==> src/rtl/multicycle_control_unit.sv <==
// multicycle_control_unit
//   Multi-cycle RV32I control FSM. Sequences fetch, decode, execute, memory and
//   writeback over a single shared memory port with a req/ready handshake,
//   holds the instruction register, decodes the datapath selects, raises a
//   sticky trap on illegal opcodes or memory timeouts, and counts retired
//   instructions.
//
// Ports
//   clk, rst_n            clock, asynchronous active-low reset
//   mem_rdata, mem_ready  memory read data / access-complete strobe
//   BrEq, BrLT            branch comparator results (used in EXEC)
//   mem_req, mem_we       memory request (held until ready), store select
//   AddrSel               0 = PC drives memory address, 1 = ALU result
//   ir                    instruction register
//   PCWrite, RegWEn       PC / register-file write enables (one-cycle pulses)
//   PCSel                 0 = PC+4, 1 = ALU result
//   ImmSel, ASel, BSel, BrUn, WBSel, ALUControl   datapath selects
//   trap, trap_cause      sticky halt flag, cause (01 illegal, 10 timeout)
//   instret               retired-instruction counter (wraps)

module multicycle_control_unit #(
  parameter int MEM_TIMEOUT = 255,
  parameter int CNT_W       = 32
) (
  input  logic             clk,
  input  logic             rst_n,
  input  logic [31:0]      mem_rdata,
  input  logic             mem_ready,
  input  logic             BrEq,
  input  logic             BrLT,
  output logic             mem_req,
  output logic             mem_we,
  output logic             AddrSel,
  output logic [31:0]      ir,
  output logic             PCWrite,
  output logic             RegWEn,
  output logic             PCSel,
  output logic [2:0]       ImmSel,
  output logic             ASel,
  output logic             BSel,
  output logic             BrUn,
  output logic [1:0]       WBSel,
  output logic [3:0]       ALUControl,
  output logic             trap,
  output logic [1:0]       trap_cause,
  output logic [CNT_W-1:0] instret
);

  localparam int WAIT_W = (MEM_TIMEOUT > 1) ? $clog2(MEM_TIMEOUT + 1) : 1;

  localparam logic [6:0] OP_LOAD   = 7'b0000011;
  localparam logic [6:0] OP_IMM    = 7'b0010011;
  localparam logic [6:0] OP_AUIPC  = 7'b0010111;
  localparam logic [6:0] OP_STORE  = 7'b0100011;
  localparam logic [6:0] OP_REG    = 7'b0110011;
  localparam logic [6:0] OP_LUI    = 7'b0110111;
  localparam logic [6:0] OP_BRANCH = 7'b1100011;
  localparam logic [6:0] OP_JALR   = 7'b1100111;
  localparam logic [6:0] OP_JAL    = 7'b1101111;

  localparam logic [3:0] ALU_ADD  = 4'h0;
  localparam logic [3:0] ALU_SUB  = 4'h1;
  localparam logic [3:0] ALU_AND  = 4'h2;
  localparam logic [3:0] ALU_OR   = 4'h3;
  localparam logic [3:0] ALU_XOR  = 4'h4;
  localparam logic [3:0] ALU_SLL  = 4'h5;
  localparam logic [3:0] ALU_SRL  = 4'h6;
  localparam logic [3:0] ALU_SRA  = 4'h7;
  localparam logic [3:0] ALU_SLT  = 4'h8;
  localparam logic [3:0] ALU_SLTU = 4'h9;
  localparam logic [3:0] ALU_PASSB = 4'hA;

  typedef enum logic [2:0] {
    S_RST, S_FETCH, S_DECODE, S_EXEC, S_MEM, S_WB, S_TRAP
  } state_t;

  state_t            state, state_nxt;
  logic [WAIT_W-1:0] wait_cnt;
  logic [1:0]        cause_nxt;
  logic              ir_load, retire, waiting, timed_out, show_sel;

  logic [6:0] opcode;
  logic [2:0] funct3;
  logic       funct7b5;
  logic       legal, is_load, is_store, is_branch, is_jump, br_taken;
  logic [2:0] dec_imm;
  logic       dec_asel, dec_bsel;
  logic [1:0] dec_wbsel;
  logic [3:0] dec_alu;

  assign opcode   = ir[6:0];
  assign funct3   = ir[14:12];
  assign funct7b5 = ir[30];
  assign trap     = (state == S_TRAP);

  // funct3 -> ALU op for register and immediate arithmetic; SUB only exists
  // for register form, since bit 30 of an I-type is immediate data
  function automatic logic [3:0] arith_op(input logic [2:0] f3, input logic b5,
                                          input logic is_reg);
    case (f3)
      3'b000:  arith_op = (is_reg && b5) ? ALU_SUB : ALU_ADD;
      3'b001:  arith_op = ALU_SLL;
      3'b010:  arith_op = ALU_SLT;
      3'b011:  arith_op = ALU_SLTU;
      3'b100:  arith_op = ALU_XOR;
      3'b101:  arith_op = b5 ? ALU_SRA : ALU_SRL;
      3'b110:  arith_op = ALU_OR;
      default: arith_op = ALU_AND;
    endcase
  endfunction

  // Static decode of the instruction register into datapath selects and
  // instruction class flags; the FSM decides when they are presented
  always_comb begin
    dec_imm   = 3'b000;
    dec_asel  = 1'b0;
    dec_bsel  = 1'b0;
    dec_wbsel = 2'b00;
    dec_alu   = ALU_ADD;
    legal     = 1'b1;
    is_load   = 1'b0;
    is_store  = 1'b0;
    is_branch = 1'b0;
    is_jump   = 1'b0;
    case (opcode)
      OP_REG: begin
        dec_wbsel = 2'b01;
        dec_alu   = arith_op(funct3, funct7b5, 1'b1);
      end
      OP_IMM: begin
        dec_bsel  = 1'b1;
        dec_wbsel = 2'b01;
        dec_alu   = arith_op(funct3, funct7b5, 1'b0);
      end
      OP_LOAD: begin
        dec_bsel = 1'b1;
        is_load  = 1'b1;
      end
      OP_STORE: begin
        dec_imm  = 3'b001;
        dec_bsel = 1'b1;
        is_store = 1'b1;
      end
      OP_BRANCH: begin
        dec_imm   = 3'b010;
        dec_asel  = 1'b1;
        dec_bsel  = 1'b1;
        is_branch = 1'b1;
      end
      OP_LUI: begin
        dec_imm   = 3'b011;
        dec_bsel  = 1'b1;
        dec_wbsel = 2'b01;
        dec_alu   = ALU_PASSB;
      end
      OP_AUIPC: begin
        dec_imm   = 3'b011;
        dec_asel  = 1'b1;
        dec_bsel  = 1'b1;
        dec_wbsel = 2'b01;
      end
      OP_JAL: begin
        dec_imm   = 3'b100;
        dec_asel  = 1'b1;
        dec_bsel  = 1'b1;
        dec_wbsel = 2'b10;
        is_jump   = 1'b1;
      end
      OP_JALR: begin
        dec_bsel  = 1'b1;
        dec_wbsel = 2'b10;
        is_jump   = 1'b1;
      end
      default: legal = 1'b0;
    endcase
  end

  // Branch resolution; funct3 010/011 are not branches and never take
  always_comb begin
    case (funct3)
      3'b000:         br_taken = BrEq;
      3'b001:         br_taken = ~BrEq;
      3'b100, 3'b110: br_taken = BrLT;
      3'b101, 3'b111: br_taken = ~BrLT;
      default:        br_taken = 1'b0;
    endcase
  end

  // The wait counter reaches MEM_TIMEOUT only after that many ready-less
  // cycles; a ready arriving on that same cycle still completes the access
  always_comb begin
    waiting   = ((state == S_FETCH) || (state == S_MEM)) && !mem_ready;
    timed_out = (MEM_TIMEOUT != 0) && waiting &&
                (wait_cnt == WAIT_W'(MEM_TIMEOUT));
  end

  // Next-state and per-state controls; selects are shown only once the
  // instruction register holds the instruction being executed
  always_comb begin
    state_nxt  = state;
    mem_req    = 1'b0;
    mem_we     = 1'b0;
    AddrSel    = 1'b0;
    PCWrite    = 1'b0;
    RegWEn     = 1'b0;
    PCSel      = 1'b0;
    ImmSel     = 3'b000;
    ASel       = 1'b0;
    BSel       = 1'b0;
    BrUn       = 1'b0;
    WBSel      = 2'b00;
    ALUControl = ALU_ADD;
    ir_load    = 1'b0;
    retire     = 1'b0;
    cause_nxt  = 2'b00;
    show_sel   = 1'b0;
    case (state)
      S_RST: state_nxt = S_FETCH;
      S_FETCH: begin
        mem_req = 1'b1;
        if (mem_ready) begin
          ir_load   = 1'b1;
          state_nxt = S_DECODE;
        end else if (timed_out) begin
          cause_nxt = 2'b10;
          state_nxt = S_TRAP;
        end
      end
      S_DECODE: begin
        show_sel = 1'b1;
        if (legal) begin
          state_nxt = S_EXEC;
        end else begin
          cause_nxt = 2'b01;
          state_nxt = S_TRAP;
        end
      end
      S_EXEC: begin
        show_sel = 1'b1;
        if (is_branch) begin
          PCWrite   = 1'b1;
          PCSel     = br_taken;
          retire    = 1'b1;
          state_nxt = S_FETCH;
        end else if (is_load || is_store) begin
          state_nxt = S_MEM;
        end else begin
          state_nxt = S_WB;
        end
      end
      S_MEM: begin
        show_sel = 1'b1;
        mem_req  = 1'b1;
        AddrSel  = 1'b1;
        mem_we   = is_store;
        if (mem_ready) begin
          if (is_store) begin
            PCWrite   = 1'b1;
            retire    = 1'b1;
            state_nxt = S_FETCH;
          end else begin
            state_nxt = S_WB;
          end
        end else if (timed_out) begin
          cause_nxt = 2'b10;
          state_nxt = S_TRAP;
        end
      end
      S_WB: begin
        show_sel  = 1'b1;
        RegWEn    = 1'b1;
        PCWrite   = 1'b1;
        PCSel     = is_jump;
        retire    = 1'b1;
        state_nxt = S_FETCH;
      end
      S_TRAP: state_nxt = S_TRAP;
      default: state_nxt = S_RST;
    endcase
    if (show_sel) begin
      ImmSel     = dec_imm;
      ASel       = dec_asel;
      BSel       = dec_bsel;
      BrUn       = is_branch & funct3[1];
      WBSel      = dec_wbsel;
      ALUControl = dec_alu;
    end
  end

  // State, instruction register, retire counter, wait counter and sticky cause
  always_ff @(posedge clk or negedge rst_n) begin
    if (!rst_n) begin
      state      <= S_RST;
      ir         <= '0;
      instret    <= '0;
      wait_cnt   <= '0;
      trap_cause <= 2'b00;
    end else begin
      state <= state_nxt;
      if (ir_load) ir <= mem_rdata;
      if (retire) instret <= instret + CNT_W'(1);
      wait_cnt <= waiting ? wait_cnt + WAIT_W'(1) : '0;
      if (cause_nxt != 2'b00) trap_cause <= cause_nxt;
    end
  end

endmodule

==> config.mk <==
export PLATFORM = sky130hd
export DESIGN_NAME = multicycle_control_unit
export DESIGN_NICKNAME = d
export VERILOG_FILES = /design/src/rtl/multicycle_control_unit.sv
export SDC_FILE = /design/constraint.sdc
export NUM_CORES = 1
export LEC_CHECK = 0
export BUFFER_PORTS_ARGS = -buffer_cell sky130_fd_sc_hd__clkbuf_2
export CAP_MARGIN = 20
export CORE_MARGIN = 5
export CORE_UTILIZATION = 29
export DETAILED_ROUTE_END_ITERATION = 16
export PLACE_DENSITY = 0.49
export SLEW_MARGIN = 10
export SYNTH_ARGS = -nofsm -noshare
export SYNTH_HDL_FRONTEND = slang
export SYNTH_SLANG_ARGS = --single-unit
==> constraint.sdc <==
create_clock -name clk -period 2.4 [get_ports clk]
set_input_delay 0.12 -clock clk [delete_from_list [all_inputs] [get_ports clk]]
set_output_delay 0.12 -clock clk [all_outputs]
set_load 0.05 [all_outputs]
---- Word-level counts from Yosys, hierarchy flattened ----
Cells that the tools add are included.
storage, ports and cells
  bits in read-only memories .............. 0
  memories ................................ 0
  output and inout bits ................... 85
  word-level logic and storage cells ...... 99
  register bits after elaboration ......... 77
  memory bits (writable) .................. 0
  latch bits .............................. 0
  bits of input ports ..................... 37
cells by class
  multiply operators ...................... 0
  $lt $le $gt $ge ......................... 0
  $add $sub $neg .......................... 2
  mux-type cells .......................... 47
  equality and inequality tests ........... 23
  reduce and logical (&&, ||, !) cells .... 19
  shift operators ......................... 0
  bitwise logic cells ..................... 3
  div/mod/pow operators ................... 0
operators with widths
  operator                 count
  $pmux W4 S7              2
  $add A32 B1 Y32 const B  1
  $mux W1                  25
  $eq A3 B3 Y1 const B     7
  $eq A7 B6 Y1 const B     3
  $eq A7 B7 Y1 const B     3
  $mux W3                  7
  $pmux W3 S6              1
  $eq A7 B5 Y1 const B     2
  $eq A3 B2 Y1 const B     4
  $pmux W3 S4              1
  $pmux W4 S3              1
  $reduce_or A2 Y1         6
  $reduce_or A9 Y1         1
  $add A8 B1 Y8 const B    1
  $eq A8 B8 Y1 const B     1
  $mux W8                  1
  $pmux W2 S2              2
  $reduce_or A4 Y1         2
  $reduce_or A8 Y1         1
  $eq A7 B2 Y1 const B     1
  $eq A3 B1 Y1 const B     2
  $logic_not A3 Y1         2
  $mux W2                  3
  other kinds (11)         14

---- Depth between registers and ports, before layout ----
Gate-level depths: netlist (run 1).
  depth after elaboration ................. 8
  gate-level depth with buffers ........... 8
  depth with buffers taken out ............ 6

---- Least setup slack after synthesis (run 1) ----
OpenSTA, ideal clock, no wires.
  kind .................................... flip-flop to output port
  start point ............................. reg ir[2]
  end point ............................... out ASel
  stages on the path, launching flop included .. 5
  arrival time ............................ 3.634 ns
  path slack .............................. -1.354 ns
  required time ........................... 2.280 ns
  path buffers ............................ 1
  cells stage by stage .................... dfrtp_1 clkbuf_1 and2_1 a221oi_1 a2111oi_0
on the way
  cells in the longest elaborated chain, start to end .. 4
  elaborated cells between the ends (all ways) .. 6
  those cells by class .................... eq/ne (3); mux (2); reduce/logical (1)
ends and longest elaborated chain
  item                                                 RTL line  RTL
  start, declared                                      34        output logic [31:0] ir,
  start signal, assigned                               300       if (ir_load) ir <= mem_rdata;
  $eq A7 B7 Y1 / $eq A7 B5 Y1 (equally long branches)  125       case (opcode)
  $reduce_or A3 Y1 (no line) *                         n/a
  $mux W1 *                                            125
  $mux W1 *                                            280       if (show_sel) begin
  end, declared                                        39        output logic ASel,
Every way passes the cells marked *; elsewhere a longest branch is shown, timed or not.

---- Worst setup path after layout (run 1) ----
  start point ............................. reg state[1]
  end point ............................... out ALUControl[0]
on the way
  cells in the longest elaborated chain, start to end .. 4
  elaborated cells between the ends (all ways) .. 7
  those cells by class .................... eq/ne (4); mux (2); reduce/logical (1)
ends and longest elaborated chain
  item                                                 RTL line  RTL
  start, declared                                      77        state_t state, state_nxt;
  start signal, assigned                               299       state <= state_nxt;
  $eq A3 B3 Y1 / $eq A3 B2 Y1 (equally long branches)  217       case (state)
  $reduce_or A4 Y1 (no line) *                         n/a
  $mux W1 *                                            217
  $mux W4 *                                            280
  end, declared                                        43        output logic [3:0] ALUControl,
Marked as above.

==> metrics.md, run 1 <==
| Metric | Value |
|---|---|
| Outcome | finished, final reports clean |
| Number of antenna violations at the first check in global routing | 0 |
| Area inside the core boundary | between 10,000 and 15,000 um2 |
| Post-layout instance count excluding filler cells | around 650 |
| Total nets after synthesis | roughly 390 |
| Setup Buffers After CTS | 0 |
| Pin count of the biggest net entering global routing | 78 |
| DRC violation total after the first TritonRoute iteration | 171 |
| Drt via density | around 4.8 |
| Clk Latency, worst-skew pair | 0.33 ns |
| Type of destination of the critical path | output port |
| Net switching power | 2942 uW |
| Number of detailed-route iterations in the first pass | 4 |
| Overall routed net length | about 10 mm |
| Via count of the first global-routing pass | between 3,000 and 4,000 |
| Fin crit share | between 90% and 100% |
| Cells taking the most area after synthesis | sky130_fd_sc_hd__dfrtp_1, sky130_fd_sc_hd__mux2_2, sky130_fd_sc_hd__xnor2_1, sky130_fd_sc_hd__nand4_1, sky130_fd_sc_hd__nand2_1 |
| Setup repair after global routing missed its margin | no |
| Classification of the worst setup path | register to output port |
| Top-Level Pins | 122 |
| Maximum number of buffers from clock root to sink | 2 |
| Die width | 123.3 um |
| Final number of setup-violating endpoints | 0 |
| Final Power | ~6300 uW |
| Number of enable flip-flop cells after synthesis | 0 |
| CTS Root Cell | sky130_fd_sc_hd__clkbuf_16 |
| Highest routed layer | met4 |
| Wire length of the first global-routing pass | approximately 16 mm |
| DPL Wire Length | around 7.3 mm |
| Final #Nets | about 520 |
| Tightest Hold Check Type | primary input to register |
| Internal Pwr Total | 3347 uW |
| Max cap viols | 0 |
| Die Outline Area | between 15,000 and 20,000 um2 |
| Site row count | 41 |
| Number of buffers inserted during clock tree synthesis | 9 |
| Power Dens Cells | 1264 nW/um2 |
| Post-DR wirelength/cell | 15.28 um |
| Number of warnings issued by yosys | 0 |
| Remaining DRCs | 0 |
| Least setup slack across all paths after layout | approximately 0.13 ns |
| Leakage power of the design | 0.002310 uW |
| Cell taking the most area after synthesis | sky130_fd_sc_hd__dfrtp_1 |
| Proportion of power drawn by combinational gates | between 40% and 50% |
| Library cells used by synthesis | between 40 and 50 |
| Diode count | 0 |
| Required time worst endpoint | 2.28 ns |
| Area Overhead vs Synth | 33.67% |
| CP startpoint kind | register |
| Worst Path Max Fanout | 9 |
| Primary FF master, synth | sky130_fd_sc_hd__dfrtp_1 |
| Clock tree from TritonCTS | yes |
| Total count of max-transition violations in the final report | 0 |
| Syn Std Cell Area | between 3000 and 4000 um2 |
| Die Y-Extent | about 120 um |
| Count of vias placed by the detailed router | about 3,100 |
| Cell total after placement | 633 |
| Routed met2 length | just under 5 mm |
| Worst Setup Slack post-DPL | about 0.25 ns |
| Antenna-violating nets left | 0 |
| Mapped Avg Cell Area | 10.76 um2 |
| Max transition margin | between 50% and 60% |
| Last weighted congestion value of the routability-driven placer | around 0.8 |
| Sequential fraction of the synthesis area | about half |
| Wl on met1 | ~4.4 mm |
| Worst path arrival time | around 2.2 ns |
| Count of H-tree levels built during CTS | 3 |
| Util after Layout | around two fifths |
| Yosys top cell area share | between 50% and 60% |
| Peak ir drop on the vdd network | a little under 0.0006 V |
| Share of cells above drive strength 1 | 38.67% |
| Clk pwr share | around a fifth |
| Register clock-pin slew on the reported worst setup and hold paths | around 0.050 ns |
| FFs w/ async S/R, synth | 100.0% |
| Global-route usage over all layers | between 10 and 15% |
| Hold Vio Cnt, Final | 0 |
| Initial core utilization | 29.51% |
| Worst Max-Slew Pin Slew | roughly 0.60 ns |
| Sink Count | just under 80 |
| Port buffer count | about 120 |
| Final period demand of the worst path | between 2 and 2.5 ns |
| Overflow left after global routing | 0 |
| Total met3 wirelength after detailed routing | approximately 460 um |
| Highest clock frequency the design can meet | about 440 MHz |
| Total placed instance area | between 4000 and 5000 um2 |
| Sw frac | 46.78% |
| Share of power burned in registers | between 30% and 40% |
| Non-Filler Cell Area, Final | roughly 5000 um2 |
| Clock tree skew after final layout | about 0.0049 ns |
| Cells after Synth | 346 |
| # fillers | between 1,000 and 1,500 |
| Number of synthesized register bits | between 70 and 80 |
## synth_stat cells (2+ instances only)
master                     number
sky130_fd_sc_hd__nand2b_1       2
sky130_fd_sc_hd__and2_1         9
sky130_fd_sc_hd__nor4b_1        2
sky130_fd_sc_hd__and3_1        11
sky130_fd_sc_hd__nor2b_1        5
sky130_fd_sc_hd__nand2_1       28
sky130_fd_sc_hd__buf_2          8
sky130_fd_sc_hd__ha_1           3
sky130_fd_sc_hd__a21oi_1        6
sky130_fd_sc_hd__and4bb_2       2
sky130_fd_sc_hd__inv_1         10
sky130_fd_sc_hd__xnor2_1       30
sky130_fd_sc_hd__nor3b_1        3
sky130_fd_sc_hd__o21ai_0        9
sky130_fd_sc_hd__o211ai_1       2
sky130_fd_sc_hd__xor2_1         7
sky130_fd_sc_hd__nor3_1         4
sky130_fd_sc_hd__clkbuf_1       5
sky130_fd_sc_hd__o22ai_1        2
sky130_fd_sc_hd__a221oi_1       2
sky130_fd_sc_hd__nand4_1       25
sky130_fd_sc_hd__mux2_2        30
sky130_fd_sc_hd__dfrtp_1       77
sky130_fd_sc_hd__nor2_1        27
sky130_fd_sc_hd__nand3_1       16
sky130_fd_sc_hd__o21ai_2        2
## what timing repair did
action,CTS,global route
gates resized for setup,0,4
setup endpoints to repair,0,5
hold endpoints to repair,12,0
hold buffers,5,0
## registers in the layout, summed over array words and instances, names as in the netlist
register	cells
instret	32
ir	32
state	3
trap_cause	2
wait_cnt	8
## metrics by stage
step	TNS, ns	hold slack, ns
finish	0	0.01667
global route	0	0.008815
CTS	0	0.00008463
detailed placement	0	0.3443
global placement	0	0.3363
floorplan	-0.04077	-0.1756
## layout make-up
class                   count  area, um2  share of cell area, %
flip-flops and latches     77       1928                  38.74
clock inverters             2      35.03                 0.7039
multi-input cells         245       1737                  34.89
repair buffers            135      778.2                  15.64
inverters                  10      37.54                 0.7541
clock buffers              12      246.5                  4.952
well taps                 172      215.2                  4.324
## layer usage
layer  global-route usage (%)  up-vias
li1                         -     1485
met1                    17.80     1547
met2                    22.83       64
met3                    3.019       13
met4                    6.436        0
met5                        0        -
## cell usage in the layout (no fill, tap or decap), drive strengths merged, types with 2 or more instances in the layout
cell,count
clkbuf,129
nand2,28
o211ai,2
xor2,7
xnor2,30
nor2b,5
ha,3
nor4b,2
dfrtp,77
dlygate4sd3,5
nand4,25
nand2b,2
o22ai,2
buf,13
a21oi,6
o21ai,11
nor3,4
nor3b,3
and2,9
and3,11
a221oi,2
nand3,16
and4bb,2
inv,10
nor4,2
mux2,30
nor2,27
## critical path, cell delays in order, from the launching register on
cell and delay, ns:
sky130_fd_sc_hd__dfrtp_2 0.45, sky130_fd_sc_hd__inv_1 0.12, sky130_fd_sc_hd__ha_1 0.46, sky130_fd_sc_hd__nor2b_1 0.22
sky130_fd_sc_hd__nand2_1 0.12, sky130_fd_sc_hd__nor2_1 0.15, sky130_fd_sc_hd__clkbuf_2 0.30
## power by group through the flow
stage | logic, uW | clock network [uW] | registers [uW]
finish | 3030 | 1310 | 1950
global route | 3220 | 1420 | 2010
CTS | 3060 | 1360 | 1950
detailed placement | 3040 | 0 | 1970
global placement | 3030 | 0 | 1960
floorplan | 1190 | 0 | 2990
## logic make-up (layout without fill, tap and decap cells)
family / Yosys count / in the layout / synth area share (%)
AO/OA/AOI/OAI: 31 / 31 / 5.545
XOR/XNOR: 37 / 37 / 8.703
adder cells (fa/ha/maj): 3 / 3 / 1.008
buffers and inverters: 24 / 159 / 2.688
flip-flops: 77 / 77 / 51.75
multiplexers: 31 / 31 / 9.341
AND/OR/NAND/NOR: 143 / 143 / 20.97
## path summary, 6_finish.rpt
check	startpoint	endpoint	slack (ns)	cells after the start
setup / recovery	state[1]$_DFF_PN0_	ALUControl[0]	0.13	6
hold / removal	mem_rdata[27]	ir[27]$_DFFE_PN0P_	0.02	2
setup reg to reg	ir[2]$_DFFE_PN0P_	instret[1]$_DFFE_PN0P_	0.37	6
hold reg to reg	wait_cnt[0]$_DFF_PN0_	wait_cnt[0]$_DFF_PN0_	0.48	1
max in group asynchronous	rst_n	instret[15]$_DFFE_PN0P_	1.50	3
min in group asynchronous	rst_n	ir[29]$_DFFE_PN0P_	0.31	2
No activity file was read; power rests on OpenSTA's default activity.
==> run 2, diff against run 1 <==
- ABC_AREA: default -> 1
- PLACE_DENSITY: 0.49 -> 0.47
==> run 2 against run 1 <==
Effect of this change:
- register-to-register slack gained 0.20 ns
- synthesized cell count grew 71%
- first-iteration DRC count grew 22%
- utilization shrank 1.3 points
- sequential cell count is the same
- highest routed layer unchanged
- sequential share of layout area shrank 5.4 points
- via count grew 38%
- clock power grew 7%
- non-clock buffer count grew 16
- die area grew 18%
==> metrics.md, run 2 <==
| Metric | Value |
|---|---|
| Remaining DRCs | 0 (unchanged) |
| Critical register-to-register path startpoint | state[2]$_DFF_PN0_ (was ir[2]$_DFFE_PN0P_) |
| Most frequent cells in the layout | sky130_fd_sc_hd__nand2_1, sky130_fd_sc_hd__clkbuf_2, sky130_fd_sc_hd__nor2_1 (was sky130_fd_sc_hd__clkbuf_2, sky130_fd_sc_hd__dfrtp_1, sky130_fd_sc_hd__xnor2_1, sky130_fd_sc_hd__mux2_2, sky130_fd_sc_hd__nand2_1) |
| CTS Root Cell | sky130_fd_sc_hd__clkbuf_16 (unchanged) |
| Final setup TNS | 0 ns (unchanged) |
| Count of H-tree levels built during CTS | 3 (unchanged) |
| Syn Std Cell Area | 4449 um2 (was 3724 um2) |
| Number of buffers inserted during clock tree synthesis | 9 (unchanged) |
| Primary FF master, synth | sky130_fd_sc_hd__dfrtp_1 (unchanged) |
| End point of the most critical hold path | ir[30]$_DFFE_PN0P_ (was ir[27]$_DFFE_PN0P_) |
| Final number of setup-violating endpoints | 0 (unchanged) |
| CP startpoint kind | register (unchanged) |
| Xor/xnor share of the synthesized area | 2.362% (was 8.703%) |
| FFs w/ async S/R, synth | 100.0% (unchanged) |
| Cell taking the most area after synthesis | sky130_fd_sc_hd__dfrtp_1 (unchanged) |
| Compound-Gate Fraction of Synth Area | 3.796% (was 5.544%) |
| Total nets after synthesis | 632 (was 386) |
| Fin crit share | 87.84% (was 94.64%) |
| Total count of max-transition violations in the final report | 0 (unchanged) |
| Most frequent cells after synthesis | sky130_fd_sc_hd__nand2_1, sky130_fd_sc_hd__nor2_1, sky130_fd_sc_hd__dfrtp_1, sky130_fd_sc_hd__inv_1, sky130_fd_sc_hd__nand3_1 (was sky130_fd_sc_hd__dfrtp_1, sky130_fd_sc_hd__mux2_2, sky130_fd_sc_hd__xnor2_1, sky130_fd_sc_hd__nand2_1, sky130_fd_sc_hd__nor2_1) |
| Leakage power of the design | 0.002947 uW (was 0.002310 uW) |
| Overflow left after global routing | 0 (unchanged) |
| Initial core utilization | 29.38% (was 29.51%) |
| Diode count | 0 (unchanged) |
| Number of warnings issued by yosys | 0 (unchanged) |
| Antenna-violating nets left | 0 (unchanged) |
| Power Dens Cells | 1051 nW/um2 (was 1264 nW/um2) |
| Register-to-register setup slack | 0.57 ns (was 0.37 ns) |
| Share of cells above drive strength 1 | 23.83% (was 38.67%) |
| Pin count of the biggest net entering global routing | 42 (was 78) |
| Combinational family with the most area after synthesis | simple AND/OR/NAND/NOR gates (unchanged) |
| Highest clock frequency the design can meet | 474.4 MHz (was 440.3 MHz) |
| Tightest Hold Check Type | primary input to register (unchanged) |
| Number of enable flip-flop cells after synthesis | 0 (unchanged) |
| Final Power | 6067 uW (was 6290 uW) |
| Count of vias placed by the detailed router | 4,297 (was 3,109) |
| Sequential fraction of the synthesis area | 43.31% (was 51.75%) |
| Maximum number of buffers from clock root to sink | 2 (unchanged) |
| Register clock-pin slew on the reported worst setup and hold paths | 0.07 ns (was 0.05 ns) |
| # resized after CTS | 0 (unchanged) |
| Wire length of the first global-routing pass | 21.67 mm (was 16.47 mm) |
| Post-synthesis adder-cell area fraction | 0.8436% (was 1.008%) |
| Most common cell after layout, fill and taps aside | sky130_fd_sc_hd__nand2_1 (was sky130_fd_sc_hd__clkbuf_2) |
| Drt via density | 4.596 (was 4.761) |
| Share of synthesized area spent on multiplexers | 6.074% (was 9.341%) |
| Die Outline Area | 17,920 um2 (was 15,210 um2) |
| Cell with the largest stage delay on the worst path | sky130_fd_sc_hd__dfrtp_1 (was sky130_fd_sc_hd__ha_1) |
| Area Overhead vs Synth | 29.81% (was 33.67%) |
| Area inside the core boundary | 15,150 um2 (was 12,620 um2) |
| Clk Latency, worst-skew pair | 0.35 ns (was 0.33 ns) |
| Hold Path Depth | 2 (unchanged) |
| Worst Path Max Fanout | 8 (was 9) |
| Setup repair after global routing missed its margin | no (unchanged) |
| Top-Level Pins | 122 (unchanged) |
| Yosys top cell area share | 43.31% (was 51.75%) |
| Worst slack on hold paths | 0.01559 ns (was 0.01667 ns) |
| Buf/Inv on CP | 2 (unchanged) |
| DPL Wire Length | 9.914 mm (was 7.288 mm) |
| Worst stage delay on the critical path | 0.56 ns (was 0.46 ns) |
| Final period demand of the worst path | 2.108 ns (was 2.271 ns) |
| Largest registers | instret x32, ir x32, wait_cnt x8 (unchanged) |
| Outcome | finished, final reports clean (unchanged) |
| Port buffer count | 121 (unchanged) |
| Post-layout instance count excluding filler cells | 935 (was 653) |
| Cells after Synth | 592 (was 346) |
| Hold Vio Cnt, Final | 0 (unchanged) |
| Global-route usage over all layers | 14.99% (was 14.01%) |
| Die width | 133.9 um (was 123.3 um) |
| Library cells used by synthesis | 34 (was 45) |
| Hold Buf Count CTS | 23 (was 5) |
| Cell total after placement | 896 (was 633) |
| Via count of the first global-routing pass | 4,402 (was 3,155) |
| Number of detailed-route iterations in the first pass | 4 (unchanged) |
| Final #Nets | 782 (was 518) |
| Mapped Avg Cell Area | 7.516 um2 (was 10.76 um2) |
| Last weighted congestion value of the routability-driven placer | 0.8729 (was 0.7992) |
| Max transition margin | 63.79% (was 59.77%) |
| Required time worst endpoint | 2.28 ns (about the same) |
| Sink Count | 77 (unchanged) |
| Library cell with the highest instance count after synthesis | sky130_fd_sc_hd__nand2_1 (was sky130_fd_sc_hd__dfrtp_1) |
| Type of destination of the critical path | output port (unchanged) |
| Simple-gate share of the synthesized area | 37.37% (was 20.97%) |
| Number of synthesized register bits | 77 (unchanged) |
| Worst-case reg-to-reg path depth | 4 (was 6) |
| Hold_sp | mem_rdata[30] (was mem_rdata[27]) |
| Classification of the worst setup path | register to output port (unchanged) |
| Overall routed net length | 12.91 mm (was 9.979 mm) |
| Clock tree skew after final layout | 0.009088 ns (was 0.004862 ns) |
| Max cap viols | 0 (unchanged) |
| Number of antenna violations at the first check in global routing | 0 (unchanged) |
| Post-DR wirelength/cell | 13.81 um (was 15.28 um) |
| DRC violation total after the first TritonRoute iteration | 209 (was 171) |
| Family with the most delay on the worst path | flip-flops (was simple AND/OR/NAND/NOR gates) |
| Setup Buffers After CTS | 0 (unchanged) |
| Critical path, cell by cell | ha_1 > inv_1 > nand2_1 > a21oi_1 > clkbuf_2 (was inv_1 > ha_1 > nor2b_1 > nand2_1 > nor2_1 > clkbuf_2) |
| Die Y-Extent | 133.9 um (was 123.3 um) |
| Cells taking the most area after synthesis | sky130_fd_sc_hd__dfrtp_1, sky130_fd_sc_hd__nand2_1, sky130_fd_sc_hd__nor2_1, sky130_fd_sc_hd__mux2_1, sky130_fd_sc_hd__nand3_1 (was sky130_fd_sc_hd__dfrtp_1, sky130_fd_sc_hd__mux2_2, sky130_fd_sc_hd__xnor2_1, sky130_fd_sc_hd__nand4_1, sky130_fd_sc_hd__nand2_1) |
| Reg-to-Reg End | ir[10]$_DFFE_PN0P_ (was instret[1]$_DFFE_PN0P_) |
| Site row count | 45 (was 41) |
| Worst Max-Slew Pin Slew | 0.5432 ns (was 0.6034 ns) |
| Clock tree from TritonCTS | yes (unchanged) |
| Worst path arrival time | 1.99 ns (was 2.15 ns) |
| Peak ir drop on the vdd network | 0.0007066 V (was 0.0005906 V) |
==> run 2: cell count changes after synthesis, sizes merged, moves of 3 or more <==
| cell | change |
|---|---|
| xnor2 | -25 |
| inv | +35 |
| and3 | -10 |
| nor2 | +67 |
| nand4 | -20 |
| nand3 | +19 |
| and2 | -9 |
| a21oi | +14 |
| nor3b | -3 |
| nand2 | +205 |
| nor2b | -5 |
| mux2 | -6 |
| nand3b | +12 |
| clkbuf | -4 |
==> run 2: power by group <==
part | internal [uW] | switching (uW)
Sequential | 1630 | 282
Combinational | 677 | 2080
Clock | 809 | 594
==> run 2: final cells by class <==
cell class | instances | area (um2)
Multi-Input combinational cell | 457 | 2247
Inverter | 46 | 176.4
Tap cell | 188 | 235.2
Fill cell | 1593 | 9370
Sequential cell | 77 | 1927
Timing Repair Buffer | 151 | 890.9
Clock inverter | 7 | 73.82
Clock buffer | 9 | 225.2
==> run 2: logic make-up (layout without fill, tap and decap cells) <==
kind of cell	count (synthesis)	count (layout)
adders and majority gates	3	3
muxes	24	24
xor gates and xnor gates	12	12
AOI/OAI and AO/OA	32	32
and+or+nand+nor	386	386
buffers and inverters	58	213
DFF	77	77
==> run 2: how the worst max path moves through the flow <==
stage                             from           endpoint  cells past startpoint  slack [ns]
floorplan            ir[0]$_DFFE_PN0P_               ASel                      6       0.001
global placement    state[2]$_DFF_PN0_  ir[6]$_DFFE_PN0P_                      6        0.60
detailed placement  state[2]$_DFF_PN0_  ir[8]$_DFFE_PN0P_                      4        0.57
CTS                 state[2]$_DFF_PN0_      ALUControl[0]                      5        0.29
global route        state[2]$_DFF_PN0_      ALUControl[0]                      5        0.13
finish              state[2]$_DFF_PN0_      ALUControl[0]                      5        0.29
==> run 2: metrics by stage <==
step / util (%) / setup WS [ns] / area (um2)
after floorplan: - / 0.001286 / 4452
after global placement: 34.64 / 0.5993 / 5246
after detailed placement: 34.64 / 0.5748 / 5246
after CTS: 38.13 / 0.2883 / 5776
after global routing: 38.13 / 0.1343 / 5776
final: 38.13 / 0.2919 / 5776
==> run 2: routing by layer <==
metal	part of all wire (%)	vias to the layer above	GRT usage, %
met5	0	-	0
met4	1.2	0	5.029
met3	7.0	12	3.976
met2	47	125	25.13
met1	44	1993	18.77
li1	-	2167	-
